`config.mk`:
```
export PLATFORM = sky130hd
export DESIGN_NAME = sound_sequencer
export DESIGN_NICKNAME = d
export VERILOG_FILES = /design/src/rtl/sound_pkg.sv /design/src/rtl/note_fifo.sv /design/src/rtl/sound_sequencer.sv
export SDC_FILE = /design/constraint.sdc
export NUM_CORES = 1
export LEC_CHECK = 0
export CAP_MARGIN = 20
export CORE_ASPECT_RATIO = 0.9
export CORE_MARGIN = 1.5
export CORE_UTILIZATION = 60
export DETAILED_ROUTE_END_ITERATION = 8
export DONT_BUFFER_PORTS = 1
export PLACE_DENSITY_LB_ADDON = 0.08
export SETUP_SLACK_MARGIN = 0.5
export SLEW_MARGIN = 20
export SYNTH_ARGS = -nofsm -noshare
export SYNTH_HDL_FRONTEND = slang
export SYNTH_SLANG_ARGS = --single-unit
```
`constraint.sdc`:
```
create_clock -name clk -period 7.08 [get_ports clk]
set_clock_uncertainty 0.1 [all_clocks]
set_input_delay 1.062 -clock clk [delete_from_list [all_inputs] [get_ports clk]]
set_output_delay 1.062 -clock clk [all_outputs]
set_load 0.03 [all_outputs]
```
`src/rtl/sound_pkg.sv`:
```
// Shared types for the buzzer note sequencer: note record layout and FSM states.
package sound_pkg;

  localparam int MAX_COUNT_W = 26;
  localparam int DURATION_W  = 16;

  typedef struct packed {
    logic [MAX_COUNT_W-1:0] max_count;
    logic [DURATION_W-1:0]  duration_ms;
  } note_t;

  typedef enum logic [1:0] {
    IDLE,
    LATCH,
    PLAY,
    SILENCE
  } seq_state_t;

endpackage

```
`src/rtl/note_fifo.sv`:
```
// Synchronous note queue with a combinationally visible head and a flush that
// overrides push and pop.
module note_fifo
  import sound_pkg::*;
#(
  parameter int DEPTH = 8
) (
  input  logic                   clk,
  input  logic                   rst_async,
  input  logic                   push,
  input  logic                   pop,
  input  logic                   flush,
  input  note_t                  push_data,
  output note_t                  head,
  output logic                   full,
  output logic                   empty,
  output logic [$clog2(DEPTH):0] count
);

  localparam int AW = $clog2(DEPTH);

  note_t           mem_reg [DEPTH];
  logic [AW-1:0]   wr_ptr_reg;
  logic [AW-1:0]   rd_ptr_reg;
  logic [AW:0]     count_reg;
  logic            do_push;
  logic            do_pop;

  assign full    = (count_reg == (AW+1)'(DEPTH));
  assign empty   = (count_reg == '0);
  assign count   = count_reg;
  assign head    = mem_reg[rd_ptr_reg];
  assign do_push = push && !full && !flush;
  assign do_pop  = pop && !empty && !flush;

  // Storage has no reset so it can map onto distributed/block RAM.
  always_ff @(posedge clk) begin
    if (do_push) begin
      mem_reg[wr_ptr_reg] <= push_data;
    end
  end

  always_ff @(posedge clk or posedge rst_async) begin
    if (rst_async) begin
      wr_ptr_reg <= '0;
      rd_ptr_reg <= '0;
      count_reg  <= '0;
    end else if (flush) begin
      wr_ptr_reg <= '0;
      rd_ptr_reg <= '0;
      count_reg  <= '0;
    end else begin
      if (do_push) begin
        wr_ptr_reg <= wr_ptr_reg + AW'(1);
      end
      if (do_pop) begin
        rd_ptr_reg <= rd_ptr_reg + AW'(1);
      end
      case ({do_push, do_pop})
        2'b10:   count_reg <= count_reg + (AW+1)'(1);
        2'b01:   count_reg <= count_reg - (AW+1)'(1);
        default: count_reg <= count_reg;
      endcase
    end
  end

endmodule

```
`src/rtl/sound_sequencer.sv`:
```
// Plays queued notes to the buzzer back-to-back: latches each half-period
// count for its duration, then latches silence once the queue drains.
module sound_sequencer
  import sound_pkg::*;
#(
  parameter int FIFO_DEPTH   = 8,
  parameter int TICKS_PER_MS = 50000
) (
  input  logic                   clk,
  input  logic                   rst_async,
  input  logic [MAX_COUNT_W-1:0] note_max_count,
  input  logic [DURATION_W-1:0]  note_duration_ms,
  input  logic                   note_push,
  input  logic                   stop,
  output logic                   fifo_full,
  output logic                   overflow,
  output logic                   busy,
  output logic [MAX_COUNT_W-1:0] max_count,
  output logic                   latch_max_count
);

  localparam int CW = $clog2(FIFO_DEPTH) + 1;
  localparam int PW = (TICKS_PER_MS > 1) ? $clog2(TICKS_PER_MS) : 1;
  localparam logic [PW-1:0] PRESC_LAST = PW'(TICKS_PER_MS - 1);

  seq_state_t             state_reg;
  logic [MAX_COUNT_W-1:0] max_count_reg;
  logic                   latch_reg;
  logic                   busy_reg;
  logic                   overflow_reg;
  logic [DURATION_W-1:0]  dur_reg;
  logic [PW-1:0]          presc_reg;

  note_t          push_note;
  note_t          head;
  logic           fifo_empty;
  logic           fifo_full_int;
  logic [CW-1:0]  fifo_count;
  logic           push_ok;
  logic           pop;
  logic           more_after_pop;
  logic           more_waiting;

  assign push_note = {note_max_count, note_duration_ms};
  assign push_ok   = note_push && !fifo_full_int && !stop;
  assign pop       = (state_reg == LATCH) && !stop;

  // Queue occupancy as it will be after this edge, so a push landing on the
  // decision edge chains straight into the next note instead of a silence.
  assign more_after_pop = (fifo_count > CW'(1)) || push_ok;
  assign more_waiting   = !fifo_empty || push_ok;

  note_fifo #(
    .DEPTH(FIFO_DEPTH)
  ) u_fifo (
    .clk       (clk),
    .rst_async (rst_async),
    .push      (push_ok),
    .pop       (pop),
    .flush     (stop),
    .push_data (push_note),
    .head      (head),
    .full      (fifo_full_int),
    .empty     (fifo_empty),
    .count     (fifo_count)
  );

  always_ff @(posedge clk or posedge rst_async) begin
    if (rst_async) begin
      state_reg     <= IDLE;
      max_count_reg <= '0;
      latch_reg     <= 1'b0;
      busy_reg      <= 1'b0;
      overflow_reg  <= 1'b0;
      dur_reg       <= '0;
      presc_reg     <= '0;
    end else begin
      latch_reg <= 1'b0;
      busy_reg  <= (state_reg != IDLE);
      if (note_push && fifo_full_int && !stop) begin
        overflow_reg <= 1'b1;
      end

      if (stop) begin
        presc_reg <= '0;
        dur_reg   <= '0;
        if ((state_reg != IDLE) || (max_count_reg != '0)) begin
          state_reg <= SILENCE;
        end else begin
          state_reg <= IDLE;
        end
      end else begin
        case (state_reg)
          IDLE: begin
            if (!fifo_empty) begin
              state_reg <= LATCH;
            end
          end
          LATCH: begin
            max_count_reg <= head.max_count;
            latch_reg     <= 1'b1;
            dur_reg       <= head.duration_ms;
            presc_reg     <= '0;
            if (head.duration_ms != '0) begin
              state_reg <= PLAY;
            end else if (more_after_pop) begin
              state_reg <= LATCH;
            end else begin
              state_reg <= SILENCE;
            end
          end
          PLAY: begin
            if (presc_reg == PRESC_LAST) begin
              presc_reg <= '0;
              if (dur_reg != '0) begin
                dur_reg <= dur_reg - DURATION_W'(1);
              end
              if (dur_reg <= DURATION_W'(1)) begin
                state_reg <= more_waiting ? LATCH : SILENCE;
              end
            end else begin
              presc_reg <= presc_reg + PW'(1);
            end
          end
          SILENCE: begin
            max_count_reg <= '0;
            latch_reg     <= 1'b1;
            state_reg     <= IDLE;
          end
          default: state_reg <= IDLE;
        endcase
      end
    end
  end

  assign fifo_full       = fifo_full_int;
  assign overflow        = overflow_reg;
  assign busy            = busy_reg;
  assign max_count       = max_count_reg;
  assign latch_max_count = latch_reg;

endmodule

```
Yosys cells after proc, flatten, opt, wreduce, memory -nomap -nowiden
Memories as Yosys holds them, arrays and structs flattened.
Index checks and enable logic that the tools add are counted.
Word-level totals
  word-level logic and storage cells: 88
  register bits: 73
  memories: 1
  RAM bits: 336
Cells by class
  bitwise operators: 1
  reduce and logical (&&, ||, !) cells: 30
  multiplexer cells: 27
  order comparisons: 2
  add/sub/neg operators: 6
  eq/ne operators: 11
Memory list
  u_fifo.mem_reg: words 8, width 42, read ports 1, clocked after Yosys merged registers in 0, wr ports 1, RTL line note_fifo.sv:22  | note_t mem_reg [DEPTH];
Operators by type and width (count)
  16-bit two-way mux: 5
  16-bit case mux with 2 select lines: 2
  26-bit case mux with 2 select lines: 1
  16-bit nonzero test: 2
  26-bit nonzero test: 1
  16-bit by 1-bit adder with 16-bit output (second input constant): 1
  16-bit == test (second input constant): 1
  16-bit by 1-bit less-or-equal comparator with 1-bit output (second input constant): 1
  2-bit two-way mux: 8
  16-bit by 1-bit subtractor with 16-bit output (second input constant): 1
  3-bit two-way mux: 4
  3-bit != test (second input constant): 4
  1-bit logical AND: 9
  2-bit case mux with 4 select lines: 1
  4-bit case mux with 2 select lines: 1
  2-bit nonzero test: 4
  3-bit by 1-bit adder with 3-bit output (second input constant): 2
  2-bit == test (second input constant): 3
  3-bit AND reduction: 2
  3-bit nonzero test: 2
  4-bit by 1-bit adder with 4-bit output (second input constant): 1
  2-bit by 1-bit == test with 1-bit output (second input constant): 2
  4-bit == test (second input constant): 1
  4-bit by 1-bit > comparator with 1-bit output (second input constant): 1
  10 further kinds: 17

Longest topological paths before layout
Gate-level depths: netlist (run 1).
  word-level depth: 10
  depth in mapped cells: 10

Cells and area by module
Synthesis (run 1) repeated with hierarchy kept, for this count alone.
Second synthesis, totals
  cells, all modules: 954
  area total of the unflattened synthesis: 16717.3 µm²
By module, submodules not included
  note_fifo: instances 1, seq. area each 10339.9 µm², cells each 564, area an instance 13311.5 µm²
  sound_sequencer: instances 1, seq. area each 1576.5 µm², cells each 390, area an instance 3405.8 µm²

Worst setup path after synthesis (run 1)
No wires, ideal clock.
  path type: input -> register
  start point: in note_push
  end point: mem u_fifo.mem_reg[1][0] (netlist bit), enable pin
  slack: 2126 ps
  cell stages on the path: 3
  path buffers: 1
  library setup time: 493 ps
  arrival: 4360 ps
  path through: clkbuf_1 > nand4_1 > nor3_1
On the way
  cells in the longest elaborated chain, start to end: 6
RTL lines
  start: declaration: RTL line sound_sequencer.sv:13  | input logic note_push,
  1-bit logical AND (2 in series): RTL line sound_sequencer.sv:45  | assign push_ok = note_push && !fifo_full_int && !stop;
  1-bit logical AND (2 in series): RTL line note_fifo.sv:33  | assign do_push = push && !full && !flush;
  1-bit two-way mux: RTL line note_fifo.sv:38  | if (do_push) begin
  1-bit two-way mux (not written as such): RTL line note_fifo.sv:39  | mem_reg[wr_ptr_reg] <= push_data;
  end: declaration: RTL line note_fifo.sv:22
No other way between the ends.

Worst setup path after layout (run 1)
  start point: reg u_fifo.rd_ptr_reg[0]
  end point: reg state_reg[1]
On the way
  cells in the longest elaborated chain, start to end: 5
RTL lines
  start: declaration: RTL line note_fifo.sv:24  | logic [AW-1:0] rd_ptr_reg;
  start signal: assignment: RTL line note_fifo.sv:57  | rd_ptr_reg <= rd_ptr_reg + AW'(1);
  memory 8 x 42 bit
  16-bit nonzero test: RTL line sound_sequencer.sv:104  | if (head.duration_ms != '0) begin
  2-bit two-way mux: RTL line sound_sequencer.sv:104
  2-bit case mux with 4 select lines: RTL line sound_sequencer.sv:93  | case (state_reg)
  2-bit two-way mux: RTL line sound_sequencer.sv:84  | if (stop) begin
  end signal: assignment: RTL line sound_sequencer.sv:119  | state_reg <= more_waiting ? LATCH : SILENCE;
  end: declaration: RTL line sound_sequencer.sv:26  | seq_state_t state_reg;
No other way between the ends.
A chain may end at the register's enable or synchronous reset.

==> metrics.txt, run 1 <==
Period minus WS final=3.62 ns; Starting Density=60.8%; DRT Pass-1 Iters=7; sequential share of the synthesized area=72.9%; Final Hold Fails=0; Num CTS Buffers=42; Post-Place Worst Slack=2.88 ns; worst slew pin tran=1.07 ns; crit path DAT=3.92 ns; clk sinks=409; Global Route Usage Sum=25.2%; status=finished, final reports clean; Multi-input gate area=4230 µm²; layout cell share with drive strength beyond 1=15.9%; initial antenna violation count=0; Leakage=6.17 nW; first-pass GRT wire length=52800 µm; post-DP HPWL=19800 µm; Worst R2R Start=u_fifo.rd_ptr_reg[0]; number of global-route vias before repair=9018; worst endpoint required time=7.38 ns; switch share=27.6%; die width=177 µm; fmax=276 MHz; CTS root buffer=clkbuf_16; crit path kind=flop to flop; Synth area leaders=edfxtp_1, dfrtp_1, mux4_2; Net Switching=1.70 mW; RSZ-0062 raised after global routing=no; post-CTS setup buffer count=0; Max-slew headroom=28.5%; setup TNS=0 ns; initial DRC count=903; element type at the critical path start=flop; Max-cap violations=0; commonest non-fill, non-tap cells in the layout=edfxtp_1, dfrtp_1, mux4_2, nand2_1, mux2i_1; HP Class=primary input to async pin; #FFs+latches synth=409; Final Wtd Congestion=0.865; Yosys cell types=51; routed length per instance=25.1 µm; share of the synthesized area in the top cell type=61.8%; die area=28200 µm²; Post-synth EDFFs=336; Comb power frac=13.9%; post-cts sizing count=0; R2R Path End=state_reg[1]; FP Rows=57; Synth Net Count=1027; Fillers=1733; Cell Area, Synth=16300 µm²; latest clock arrival within the worst-skew pair=0.54 ns; Mapped Cells=971; Top FF cell, synth=edfxtp_1; # diodes=0; CTS tree=done; DRC errors left=0; max FFs per register=336; total grt overflow=0; CP Max Fanout=32; hold_ws=0.300 ns; height of the chip=160 µm; vias=8819; clock power share=36.4%; worst reg-to-reg setup slack=3.46 ns; pin count of the biggest net entering global routing=61; area growth from synthesis to layout=11.1%; Reg area=11900 µm²; final setup fails=0; DR vias/cell=6.44; Longest Clk Path Bufs=3; Synth area leader=edfxtp_1; FFs w/ async S/R, synth=17.8%; Nets=1038; Synthesis Warnings=0; hold_buf cts=0; final WL=34400 µm; Final Max Tran Viols=0; setup slack after layout=3.46 ns; H-tree Lvls=2; fin crit share=51.2%; Avg Cell Area, Syn=16.8 µm²; R2R depth=7; commonest non-fill, non-tap cell in the layout=edfxtp_1; I/O Buffers=0; I/O pin cnt=76; Worst-path clk slew=0.06 ns; CP endpoint kind=flop; Antenna Nets Post-Route=0; Worst IR Drop VDD=246 µV; power per cell area=339 nW/µm²; Reg power frac=49.8%; internal power=4.46 mW; core area=26900 µm²
-- critical path: stages, from the launching register on --
cell	delay (ns)
dfrtp_4	0.88
buf_4	0.58
mux4_2	0.58
a21oi_1	0.30
nand4_1	0.15
or4_4	0.57
a211oi_2	0.22
o21ai_1	0.08
-- power by group through the flow --
stage | clock (mW) | sequential [mW] | combinational, mW
after floorplan | 0 | 3.02 | 0.697
after global placement | 0 | 3.10 | 0.810
after detailed placement | 0 | 3.11 | 0.838
after CTS | 2.27 | 3.06 | 0.847
after global routing | 2.37 | 3.08 | 0.935
final | 2.24 | 3.06 | 0.852
-- routing by layer --
layer / up-vias / share of wire [%] / GRT usage [%]
li1: 3847 / - / -
met4: 0 / 3.1 / 9.21
met3: 71 / 7.7 / 5.87
met5: - / 0 / 0
met2: 369 / 47 / 38.4
met1: 4532 / 42 / 36.0
-- synthesized netlist by cell type (5+ instances only) --
cell type	n
o21ai_0	12
and2_1	5
nand4_1	11
clkbuf_1	25
a21oi_1	41
nor2_1	40
inv_1	11
mux4_2	68
edfxtp_1	336
o22ai_1	19
ha_1	10
or3_1	10
nand3_1	21
dfrtp_1	73
buf_2	14
nor3_1	18
nor4_1	9
nand2b_1	6
o21ai_1	59
nand2_1	68
mux2i_1	60
-- worst max path at each step --
stage                         start                    to  slack (ns)  cells after the start
4_1_cts        u_fifo.rd_ptr_reg[0]          state_reg[1]        3.42                      7
6_report       u_fifo.rd_ptr_reg[0]          state_reg[1]        3.46                      7
5_1_grt        u_fifo.rd_ptr_reg[0]          state_reg[1]        3.29                      7
3_5_place_dp                   stop       u_fifo.count[3]        2.88                      7
3_3_place_gp                   stop       u_fifo.count[3]        3.01                      7
2_1_floorplan             note_push  u_fifo.mem_reg[1][0]        2.13                      3
-- cells by family (layout without fill, tap and decap cells) --
group / after synthesis / count (layout) / synth area share (%)
multiplexers: 128 / 128 / 13.0
AO/OA/AOI/OAI: 151 / 151 / 5.16
flip-flops: 409 / 409 / 72.9
buffers and inverters: 59 / 103 / 1.60
XOR/XNOR: 8 / 8 / 0.429
AND/OR/NAND/NOR: 206 / 206 / 6.06
adder cells (fa/ha/maj): 10 / 10 / 0.766
-- area by class of cell --
class | count | area share (%)
Clock buffer | 55 | 6.23
Clock inverter | 22 | 1.55
Inverter | 12 | 0.248
Multi-Input combinational cell | 503 | 23.3
Sequential cell | 409 | 65.6
Tap cell | 354 | 2.44
Timing Repair Buffer | 14 | 0.579
-- per-stage QoR --
step	instance area [µm²]	instances	total power, mW	util, %
6_report	18200	1369	6.15	67.5
5_1_grt	18200	1369	6.38	67.5
4_1_cts	18100	1369	6.17	67.5
3_5_place_dp	16700	1292	3.95	62.2
3_3_place_gp	16700	1292	3.91	62.2
2_1_floorplan	16300	971	3.72	-
Note: power is estimated with default switching activity, not from simulation.
==> inputs of run 2 (changes only) <==
Clock period 7.08 ns to 3.73 ns, I/O delays scaled along.
==> metrics.txt, run 2 (synthesis results as in run 1) <==
core area=26900 µm² (unchanged); vias=8915 (was 8819); Period minus WS final=2.97 ns (was 3.62 ns); slowest stage delay, CP=0.66 ns (was 0.88 ns); height of the chip=160 µm (unchanged); crit path DAT=3.27 ns (was 3.92 ns); worst endpoint required time=4.03 ns (was 7.38 ns); Final Hold Fails=0 (unchanged); Layout Cells excl Fill=1385 (was 1369); # diodes=0 (unchanged); CTS root buffer=clkbuf_16 (unchanged); Final Max Tran Viols=0 (unchanged); final setup fails=0 (unchanged); Num CTS Buffers=40 (was 42); cell breakdown of the critical path=buf_12 -> mux4_2 -> a21oi_1 -> nand4_1 -> or4_4 -> a211oi_2 -> o21ai_1 (was buf_4 -> mux4_2 -> a21oi_1 -> nand4_1 -> or4_4 -> a211oi_2 -> o21ai_1); CP endpoint kind=flop (unchanged); DR vias/cell=6.44 (about the same); crit path kind=flop to flop (unchanged); setup TNS=0 ns (unchanged); area growth from synthesis to layout=11.9% (was 11.1%); I/O Buffers=0 (unchanged); pin count of the biggest net entering global routing=42 (was 61); met3 WL=2630 µm (was 2660 µm); latest clock arrival within the worst-skew pair=0.52 ns (was 0.54 ns); CTS tree=done (unchanged); clk sinks=409 (unchanged); fmax=336 MHz (was 276 MHz); max FFs per register=336 (unchanged); HP Class=primary input to flop (was primary input to async pin); FP Rows=57 (unchanged); layout cell share with drive strength beyond 1=17.5% (was 15.9%); Nets=1055 (was 1038); die area=28200 µm² (unchanged); RSZ-0062 raised after global routing=no (unchanged); number of global-route vias before repair=9209 (was 9018); power per cell area=634 nW/µm² (was 339 nW/µm²); Final Wtd Congestion=0.817 (was 0.865); metal2 WL=16600 µm (was 16200 µm); Max-cap violations=0 (unchanged); slowest CP cell=dfrtp_4 (unchanged); hold_ws=0.0183 ns (was 0.300 ns); fin crit share=79.8% (was 51.2%); status=finished, final reports clean (unchanged); initial DRC count=917 (was 903); Starting Density=60.8% (unchanged); Global Route Usage Sum=25.7% (was 25.2%); I/O pin cnt=76 (unchanged); Placed Cells=1308 (was 1292); Worst-path clk slew=0.06 ns (about the same); CP Max Fanout=22 (was 32); post-cts sizing count=0 (unchanged); commonest non-fill, non-tap cells in the layout=edfxtp_1, dfrtp_1, mux4_2, nand2_1, mux2i_1 (unchanged); post-DP HPWL=20300 µm (was 19800 µm); first-pass GRT wire length=54500 µm (was 52800 µm); element type at the critical path start=flop (unchanged); Antenna Nets Post-Route=0 (unchanged); Worst IR Drop VDD=404 µV (was 246 µV); DRC errors left=0 (unchanged); top sig layer=met4 (unchanged); Max-slew headroom=36.1% (was 28.5%); DRT Pass-1 Iters=5 (was 7); H-tree Lvls=2 (unchanged); routed length per instance=24.9 µm (was 25.1 µm); total grt overflow=0 (unchanged); initial antenna violation count=0 (unchanged); die width=177 µm (unchanged); PnR Total Power=11.6 mW (was 6.15 mW); Longest Clk Path Bufs=3 (unchanged); Leakage=6.25 nW (was 6.17 nW); M1 WL=14700 µm (was 14500 µm); worst slew pin tran=0.956 ns (was 1.07 ns); commonest non-fill, non-tap cell in the layout=edfxtp_1 (unchanged); final WL=34500 µm (was 34400 µm)
## run 2: cell count changes in the layout (fill, tap and decap cells not counted), sizes merged
cell and delta:
buf +16, bufinv -2, clkbuf +2, clkinv -1, dlygate4sd3 +3, inv -2
## run 2: path summary, 6_finish.rpt
kind	cells after the start	slack, ns	start	endpoint
max in group asynchronous	3	2.16	rst_async	u_fifo.rd_ptr_reg[0]
min reg2reg	1	0.40	presc_reg[12]	presc_reg[12]
max	7	0.76	u_fifo.rd_ptr_reg[0]	state_reg[1]
min in group asynchronous	2	0.54	rst_async	max_count[8]
min	1	0.02	stop	dur_reg[3]
max reg2reg	7	0.76	u_fifo.rd_ptr_reg[0]	state_reg[1]
## run 2: critical path: cells and delay by family (launching register included)
family          cells  cell delay, ns
mux                 1            0.51
compound gates      3            0.59
simple gates        2            0.72
flops               1            0.66
buf+inv             1            0.25
## run 2: report_power, final
part	switching, mW	total (mW)	leakage [nW]	internal (mW)
sequential	0.552	5.76	4.01	5.21
combinational	1.01	1.72	1.55	0.710
clock	1.62	4.11	0.681	2.48
## run 2: metal layers
metal / GRT usage, % / up-vias
li1: - / 3883
met1: 37.9 / 4630
met2: 40.6 / 356
met3: 4.80 / 46
met4: 6.16 / 0
met5: 0 / -
## run 2: what timing repair did
item / 4_1_cts / 5_1_grt
buffers inserted: 0 / 0
hold endpoints to repair: 56 / 0
hold buffers: 3 / 0
## run 2: layout make-up
class	instances	area [µm²]
Inverter	12	45.0
Timing Repair Buffer	33	268
Multi-Input combinational cell	503	4230
Clock buffer	57	1180
Tap cell	354	443
Sequential cell	409	11900
Fill cell	1722	8600
Clock inverter	17	196
## run 2: per-stage QoR
stage | setup WS, ns | utilization [%] | instance area [µm²]
after floorplan | 0.336 | - | 16300
after global placement | 0.800 | 62.8 | 16900
after detailed placement | 0.777 | 62.8 | 16900
after CTS | 0.743 | 68.0 | 18300
after global routing | 0.611 | 68.0 | 18300
final | 0.755 | 68.0 | 18300
==> inputs of run 3 (changes only) <==
Settings changed: CORE_UTILIZATION 60 to 57.
Clock period 3.73 ns to 2.5 ns, I/O delays scaled along.
==> metrics.txt, run 3 (synthesis results as in run 1) <==
status=finished with violations (was finished, final reports clean); failing checks=setup timing; Final Hold Fails=0 (unchanged); Placed Cells=1343 (was 1308); die width=181 µm (was 177 µm); Period minus WS final=2.56 ns (was 2.97 ns); vias=10000 (was 8915); Worst-path clk slew=0.07 ns (was 0.06 ns); Num CTS Buffers=41 (was 40); Max-slew headroom=45.3% (was 36.1%); Worst IR Drop VDD=640 µV (was 404 µV); crit path DAT=2.88 ns (was 3.27 ns); worst slew pin tran=0.820 ns (was 0.956 ns); power per cell area=884 nW/µm² (was 634 nW/µm²); number of global-route vias before repair=9785 (was 9209); Nets=1247 (was 1055); commonest non-fill, non-tap cell in the layout=edfxtp_1 (unchanged); H-tree Lvls=2 (unchanged); Final Wtd Congestion=0.821 (was 0.817); I/O pin cnt=76 (unchanged); cell family with most CP delay=simple AND/OR/NAND/NOR gates (unchanged); worst endpoint required time=2.82 ns (was 4.03 ns); number of buffer and inverter stages on the critical path=1 (unchanged); slowest CP cell=or4_4 (was dfrtp_4); DRC errors left=0 (unchanged); Starting Density=58.2% (was 60.8%); Final Max Tran Viols=0 (unchanged); HP Class=primary input to flop (unchanged); Longest Clk Path Bufs=3 (unchanged); Layout Cells excl Fill=1582 (was 1385); Post-Place Worst Slack=-0.0975 ns (was 0.777 ns); # diodes=0 (unchanged); area growth from synthesis to layout=32.5% (was 11.9%); slowest stage delay, CP=0.59 ns (was 0.66 ns); CTS root buffer=clkbuf_16 (unchanged); commonest non-fill, non-tap cells in the layout=edfxtp_1, buf_4, mux4_2 (was edfxtp_1, dfrtp_1, mux4_2, nand2_1, mux2i_1); post-DP HPWL=20100 µm (was 20300 µm); CTS tree=done (unchanged); final WL=43300 µm (was 34500 µm); max FFs per register=336 (unchanged); Antenna Nets Post-Route=0 (unchanged); cell breakdown of the critical path=buf_12 -> mux4_2 -> a21oi_2 -> nand4_1 -> or4_4 -> a211oi_2 -> o21ai_1 (was buf_12 -> mux4_2 -> a21oi_1 -> nand4_1 -> or4_4 -> a211oi_2 -> o21ai_1); core area=28100 µm² (was 26900 µm²); final setup fails=1 (was 0); DRT Pass-1 Iters=5 (unchanged); layout cell share with drive strength beyond 1=34.6% (was 17.5%); routed length per instance=27.4 µm (was 24.9 µm); setup slack after layout=-0.0571 ns (was 0.755 ns); initial DRC count=1122 (was 917); pin count of the biggest net entering global routing=55 (was 42); CP endpoint kind=flop (unchanged); fin crit share=102% (was 79.8%); placed standard-cell area=17400 µm² (was 16900 µm²); FP Rows=58 (was 57); Fillers=1526 (was 1722); element type at the critical path start=flop (unchanged); DR vias/cell=6.35 (was 6.44); fmax=391 MHz (was 336 MHz); Global Route Usage Sum=27.2% (was 25.7%); Multi-input gate area=4740 µm² (was 4230 µm²); total grt overflow=0 (unchanged); RSZ-0062 raised after global routing=yes (was no); CP Max Fanout=10 (was 22); height of the chip=164 µm (was 160 µm); first-pass GRT wire length=59400 µm (was 54500 µm); Reg area=11900 µm² (about the same); die area=29700 µm² (was 28200 µm²); Layout Cell Area excl Fill=21600 µm² (was 18300 µm²); Max-cap violations=0 (unchanged); I/O Buffers=0 (unchanged); clk sinks=409 (unchanged); setup TNS=-0.0571 ns (was 0 ns); Leakage=7.55 nW (was 6.25 nW); initial antenna violation count=1 (was 0); latest clock arrival within the worst-skew pair=0.54 ns (was 0.52 ns); crit path kind=flop to flop (unchanged)
## run 3: cell count changes in the layout (fill, tap and decap cells not counted), sizes merged, moves of 3 or more
cell and delta:
buf +131, dlygate4sd3 +42, clkinvlp +3, bufinv +3
clkbuf +11
## run 3: worst register-to-register path, cell delays in order, from the launching register on
cell      delay (ns)
dfrtp_4         0.45
buf_12          0.16
mux4_2          0.54
a21oi_2         0.18
nand4_1         0.13
or4_4           0.59
a211oi_2        0.20
o21ai_1         0.07
## run 3: metal layers
layer  vias to the layer above  GRT usage (%)  part of all wire, %
met1                      5090           38.3                   40
li1                       4297              -                    -
met2                       550           43.1                   47
met4                         2           9.02                  3.3
met3                       105           5.77                  9.2
met5                         -              0                0.028
## run 3: metrics by stage
stage	hold slack (ns)	power, mW	utilization, %
finish	0.0117	19.1	77.1
CTS	0.00390	18.7	73.9
global route	0.0152	19.8	77.1
detailed placement	0.296	11.5	62.1
floorplan	0.351	10.7	-
global placement	0.293	11.4	62.1
## run 3: path summary, 6_finish.rpt
path | from | to | slack [ns] | depth (start not counted)
hold reg to reg | presc_reg[12] | presc_reg[12] | 0.40 | 1
setup reg to reg | u_fifo.rd_ptr_reg[0] | state_reg[1] | -0.06 | 7
min in group asynchronous | rst_async | max_count[1] | 0.33 | 2
hold / removal | stop | presc_reg[15] | 0.01 | 2
setup / recovery | u_fifo.rd_ptr_reg[0] | state_reg[1] | -0.06 | 7
max in group asynchronous | rst_async | u_fifo.rd_ptr_reg[1] | 1.26 | 3
## run 3: final cells by class
class	count	share of cell area, %
clock buffers	51	5.10
clock inverters	23	1.41
inverters	12	0.243
multi-input cells	504	21.9
flip-flops and latches	409	55.1
well taps	360	2.08
repair buffers	223	14.2
## run 3: what timing repair did
| item | 4_1_cts | 5_1_grt |
|---|---|---|
| gates cloned | 18 | 22 |
| endpoints found under the hold margin | 397 | 0 |
| pin swaps | 37 | 30 |
| resized for setup | 135 | 51 |
| endpoints found under the setup margin | 358 | 395 |
| setup buffers | 58 | 21 |
| hold buffers | 46 | 0 |
## run 3: power by group
group	switching [mW]	leakage, nW	internal, mW
Combinational	2.10	2.86	2.04
Sequential	0.792	4.00	7.77
Clock	2.56	0.687	3.87
